==> src/rtl/pipe_stage_elastic.sv <==
// Elastic two-entry pipeline stage (MAIN head + SKID) with synchronous flush and sticky halt.
// Latency: 1 cycle from acceptance to output; 1 entry/cycle while out_ready stays high.
// Backpressure: in_ready is registered; low when both entries are held or once a halt has left.
module pipe_stage_elastic #(
    parameter int                  INSTR_W   = 16,
    parameter int                  DATA_W    = 16,
    parameter int                  REG_W     = 3,
    parameter int                  CTRL_W    = 12,
    parameter logic [INSTR_W-1:0]  NOP_INSTR = 16'h0800
) (
    input  logic                clk,
    input  logic                rst,
    input  logic                flush,
    input  logic                in_valid,
    output logic                in_ready,
    input  logic [INSTR_W-1:0]  in_instr,
    input  logic [DATA_W-1:0]   in_data,
    input  logic [DATA_W-1:0]   in_addr,
    input  logic [REG_W-1:0]    in_rd,
    input  logic [REG_W-1:0]    in_rs,
    input  logic [CTRL_W-1:0]   in_ctrl,
    input  logic                in_halt,
    output logic                out_valid,
    input  logic                out_ready,
    output logic [INSTR_W-1:0]  out_instr,
    output logic [DATA_W-1:0]   out_data,
    output logic [DATA_W-1:0]   out_addr,
    output logic [REG_W-1:0]    out_rd,
    output logic [REG_W-1:0]    out_rs,
    output logic [CTRL_W-1:0]   out_ctrl,
    output logic                out_halt,
    output logic [1:0]          occupancy,
    output logic                halted
);

    typedef struct packed {
        logic [INSTR_W-1:0] instr;
        logic [DATA_W-1:0]  data;
        logic [DATA_W-1:0]  addr;
        logic [REG_W-1:0]   rd;
        logic [REG_W-1:0]   rs;
        logic [CTRL_W-1:0]  ctrl;
        logic               halt;
    } entry_t;

    typedef enum logic [1:0] {
        EMPTY = 2'd0,
        ONE   = 2'd1,
        FULL  = 2'd2
    } state_e;

    state_e state_q, state_d;
    entry_t main_q, main_d;
    entry_t skid_q, skid_d;
    entry_t in_ent;
    logic   in_ready_q, in_ready_d;
    logic   halted_q, halted_d;
    logic   in_fire, out_fire;

    assign in_ent   = {in_instr, in_data, in_addr, in_rd, in_rs, in_ctrl, in_halt};
    assign in_fire  = in_valid & in_ready_q;
    assign out_fire = out_valid & out_ready;

    always_comb begin
        state_d  = state_q;
        main_d   = main_q;
        skid_d   = skid_q;
        halted_d = halted_q | (out_fire & main_q.halt);
        case (state_q)
            EMPTY: begin
                if (in_fire) begin
                    state_d = ONE;
                    main_d  = in_ent;
                end
            end
            ONE: begin
                if (in_fire && out_fire) begin
                    main_d = in_ent;
                end else if (in_fire) begin
                    state_d = FULL;
                    skid_d  = in_ent;
                end else if (out_fire) begin
                    state_d = EMPTY;
                end
            end
            FULL: begin
                if (out_fire) begin
                    state_d = ONE;
                    main_d  = skid_q;
                end
            end
            default: state_d = EMPTY;
        endcase
        // Flush wins over any incoming transfer; a departing head still counts toward halted.
        if (flush) begin
            state_d = EMPTY;
            main_d  = '0;
            skid_d  = '0;
        end
        in_ready_d = (state_d != FULL) && !halted_d;
    end

    always_ff @(posedge clk or negedge rst) begin
        if (!rst) begin
            state_q    <= EMPTY;
            main_q     <= '0;
            skid_q     <= '0;
            in_ready_q <= 1'b0;
            halted_q   <= 1'b0;
        end else begin
            state_q    <= state_d;
            main_q     <= main_d;
            skid_q     <= skid_d;
            in_ready_q <= in_ready_d;
            halted_q   <= halted_d;
        end
    end

    assign in_ready  = in_ready_q;
    assign halted    = halted_q;
    assign occupancy = state_q;
    assign out_valid = (state_q != EMPTY);

    // Bubble outputs whenever the head is empty so stale MAIN contents never leak.
    assign out_instr = out_valid ? main_q.instr : NOP_INSTR;
    assign out_data  = out_valid ? main_q.data  : '0;
    assign out_addr  = out_valid ? main_q.addr  : '0;
    assign out_rd    = out_valid ? main_q.rd    : '0;
    assign out_rs    = out_valid ? main_q.rs    : '0;
    assign out_ctrl  = out_valid ? main_q.ctrl  : '0;
    assign out_halt  = out_valid ? main_q.halt  : 1'b0;

endmodule

==> config.mk <==
export PLATFORM = sky130hd
export DESIGN_NAME = pipe_stage_elastic
export DESIGN_NICKNAME = d
export VERILOG_FILES = /design/src/rtl/pipe_stage_elastic.sv
export SDC_FILE = /design/constraint.sdc
export NUM_CORES = 1
export LEC_CHECK = 0
export BUFFER_PORTS_ARGS = -buffer_cell sky130_fd_sc_hd__buf_2
export CAP_MARGIN = 20
export CORE_ASPECT_RATIO = 1.4
export CORE_MARGIN = 3
export CORE_UTILIZATION = 55
export DETAILED_ROUTE_END_ITERATION = 8
export GPL_TIMING_DRIVEN = 0
export HOLD_SLACK_MARGIN = 0.06
export PLACE_DENSITY_LB_ADDON = 0.08
export SLEW_MARGIN = 10
export SYNTH_ARGS = -nofsm -noshare
export SYNTH_HDL_FRONTEND = slang
export SYNTH_SLANG_ARGS = --single-unit
==> constraint.sdc <==
create_clock -name clk -period 3 [get_ports clk]
set_clock_uncertainty 0.2 [all_clocks]
set_input_delay 0.15 -clock clk [delete_from_list [all_inputs] [get_ports clk]]
set_output_delay 0.15 -clock clk [all_outputs]
set_load 0.01 [all_outputs]
==> flow_metrics.tcl <==
set metrics [dict create \
    post-route-min-period_ns 2.77 \
    diodes 0 \
    slowest_delay_ns 0.47 \
    syn_area_mm2 0.00689 \
    place_area_mm2 0.00782 \
    rsz0062_at_grt "no" \
    first_pass_iters 5 \
    dr_wl_met3_um 1160 \
    synth_top_family_by_area "simple AND/OR/NAND/NOR gates" \
    antenna_left 0 \
    slew_headroom_pct 47.0 \
    critPathSlowestCell "dfrtp_1" \
    fin_cells 1096 \
    cts.clk_slew.worst_paths_ns 0.06 \
    start_util_pct 57.2 \
    cap_viol_max_count 0 \
    critPathTopFamily "buffers and inverters" \
    vias_per_cell 5.67 \
    drive_gt1_share_pct 24.1 \
    p_per_area_mw_per_mm2 803 \
    drtIter0Drc 256 \
    vias 6213 \
    yosysTopAreaCell "dfrtp_1" \
    syn_to_final_growth_pct 33.3 \
    grt_pass1_vias 6284 \
    avgRoutedWirePerCell_um 17.3 \
    synth.distinct_cells 32 \
    seqCellArea_mm2 0.00345 \
    cts_setup_buffers 0 \
    synth_mux_area_share_pct 9.73 \
    portBuffers 142 \
    setup_viol 0 \
    crit_arrival_ns 2.42 \
    syn-mean-instance-area_um2 9.76 \
    clkSinkCount 138 \
    grt_pass1_wl_um 30700 \
    r2r-end "main_q[34]$_DFFE_PN0P_" \
    ys_warn_count 0 \
    design_area_mm2 0.00919 \
    synth_seq_cells 138 \
    grt_overflow 0 \
    dp_cells 996 \
    holdPathStages 4 \
    synth_area_leaders "dfrtp_1 (50%), mux2i_1 (9.7%), nand2_1 (7.3%)" \
    met1Wirelength_um 7470 \
    critPathMaxFanout 10 \
    irDropWorstVdd_mv 0.516 \
    track_usage_pct 27.5 \
    pin_count 144 \
    final_max_slew_viol_count 0 \
    outcome "completed" \
    crit_cells 7 \
    ff2ff_setup_slack_ns 0.25 \
    die_y_um 138 \
    holdWs_ns 0.103 \
    synth-simple-area-share_pct 19.2 \
    clockBufferDepth 2 \
    drt-total-wl_um 18900 \
    hold_viol_final 0 \
    cts_root_buffer "clkbuf_16" \
    ff2ff_path_depth 10 \
    timing.rr.start "occupancy[0]$_DFF_PN0_" \
    layout.nets 1013 \
    grt_max_degree 81 \
    yosysTopAreaCellShare_pct 50.1 \
    hp-start "in_valid" \
    synthXorXnorAreaFrac_pct 0 \
    dr.max_layer_used "met4" \
    clk_latency_ns 0.42 \
    critPathLaunchType "flop" \
    fmax_mhz 361 \
    die-area_mm2 0.0139 \
    startpoint "occupancy[0]$_DFF_PN0_" \
    synth-compound-area-share_pct 15.8 \
    crit_required_ns 2.65 \
    dp_slack_ns 0.158 \
    drc_errors 0 \
    cts_tree "done" \
    dr_wl_met2_um 9830 \
    holdPathEnd "occupancy[1]$_DFF_PN0_" \
    multiInputGateArea_mm2 0.00314 \
    crit_type "reg -> out" \
    path_buf_inv 5 \
    leakagePower_nw 3.96 \
    post-route-period-util_pct 92.3 \
    power.total_mw 7.37 \
    num_rows 47 \
    tightest_slew_ns 0.795 \
    antenna_found_initial 0 \
    worstHoldPathType "in -> reg" \
    cts_buffers 17 \
    netlist_instances 706 \
    nFillCells 900 \
    hpwl_um 12800 \
    cts-htree-levels 4 \
    setup_ws_ns 0.230 \
    cp_common_cell "buf_2" \
    dieWidth_um 101 \
    crit_path_end_kind "output port" \
    worstPathCellList "inv_1, ha_1, buf_2, clkbuf_2, clkbuf_1, or2_2, buf_2" \
    synth_seq_area_share_pct 50.1 \
    place.gp.congestion 0.824 \
    synthAdderAreaFrac_pct 0.726 \
    fin_util_pct 76.2 \
    syn_nets 782 \
    fin_setup_tns_ns 0 \
    coreArea_mm2 0.0121 \
]
==> per-layer routing <==
metal | track usage, % | vias to the layer above
met1 | 35.3 | 3042
met4 | 9.58 | 0
met3 | 5.44 | 36
li1 | - | 2903
met5 | 0 | -
met2 | 46.0 | 232
==> synth_stat cells (all sizes together) <==
| cell | n |
|---|---|
| dfrtp | 138 |
| nand2 | 134 |
| a211oi | 68 |
| a21oi | 68 |
| nor3 | 68 |
| mux2i | 67 |
| nor2b | 67 |
| clkbuf | 52 |
| buf | 17 |
| ha | 4 |
| inv | 3 |
| and2 | 2 |
| nand2b | 2 |
| nand3 | 2 |
| or2 | 2 |
| a21bo | 1 |
| a21boi | 1 |
| a221oi | 1 |
| a311oi | 1 |
| a31o | 1 |
| a32o | 1 |
| and3 | 1 |
| and4 | 1 |
| o211ai | 1 |
| o21a | 1 |
| o21bai | 1 |
| o31ai | 1 |
==> flip-flops by register name (all words and copies together) (netlist names) <==
register / flops
occupancy: 2
skid_q: 67
main_q: 67
in_ready: 1
halted: 1
==> layout by cell type, fill, tap and decap left out, types with 37 or more instances in the layout <==
cell type	netlist	routed
buf_2	6	147
dfrtp_1	138	138
mux2i_1	67	67
a211oi_1	37	37
nand2_1	134	134
nor3_1	68	68
nor2b_1	67	67
a21oi_1	68	68
dlygate4sd3_1	0	69
clkbuf_1	52	44
==> cell type report <==
cell class,count,share of cell area (%)
sequential,138,37.6
multi-input combinational,496,34.1
timing repair buffer,212,15.6
clock buffer,19,4.71
buffer,69,3.38
clock inverter,12,2.42
tap,147,2.00
inverter,3,0.123
==> power breakdown <==
part           switching (mW)  internal (mW)  leakage, nW
clock                   0.786           1.55        0.313
sequential              0.240           2.30         1.88
combinational            1.45           1.05         1.77
==> worst register-to-register path, cell delays in order, from the launching register on <==
cell and delay [ns]:
dfrtp_1 0.47, inv_1 0.11, ha_1 0.21, buf_2 0.18, inv_1 0.13, and4_1 0.19
clkbuf_1 0.21, or2_1 0.14, clkbuf_1 0.17, clkbuf_1 0.43, a211oi_1 0.15
==> timing repair <==
item / 4_1_cts / 5_1_grt
hold endpoints to repair: 216 / 0
hold buffers: 69 / 0
gates resized for setup: 0 / 24
setup endpoints to repair: 0 / 69
==> worst max path at each step <==
stage                     slack, ns                endpoint
final                          0.23           out_instr[11]
after global routing           0.06  main_q[38]$_DFFE_PN0P_
after CTS                      0.03               out_rd[1]
after detailed placement       0.16  skid_q[36]$_DFFE_PN0P_
after global placement        -0.26   skid_q[6]$_DFFE_PN0P_
after floorplan                0.60   main_q[1]$_DFFE_PN0P_
==> cells by family (layout without fill, tap and decap cells) <==
family / after synthesis / in the layout
buffers and inverters: 72 / 315
muxes: 67 / 67
and+or+nand+nor: 279 / 279
AOI/OAI and AO/OA: 146 / 146
DFF: 138 / 138
adders and majority gates: 4 / 4
No activity file was read; power rests on OpenSTA's default activity.
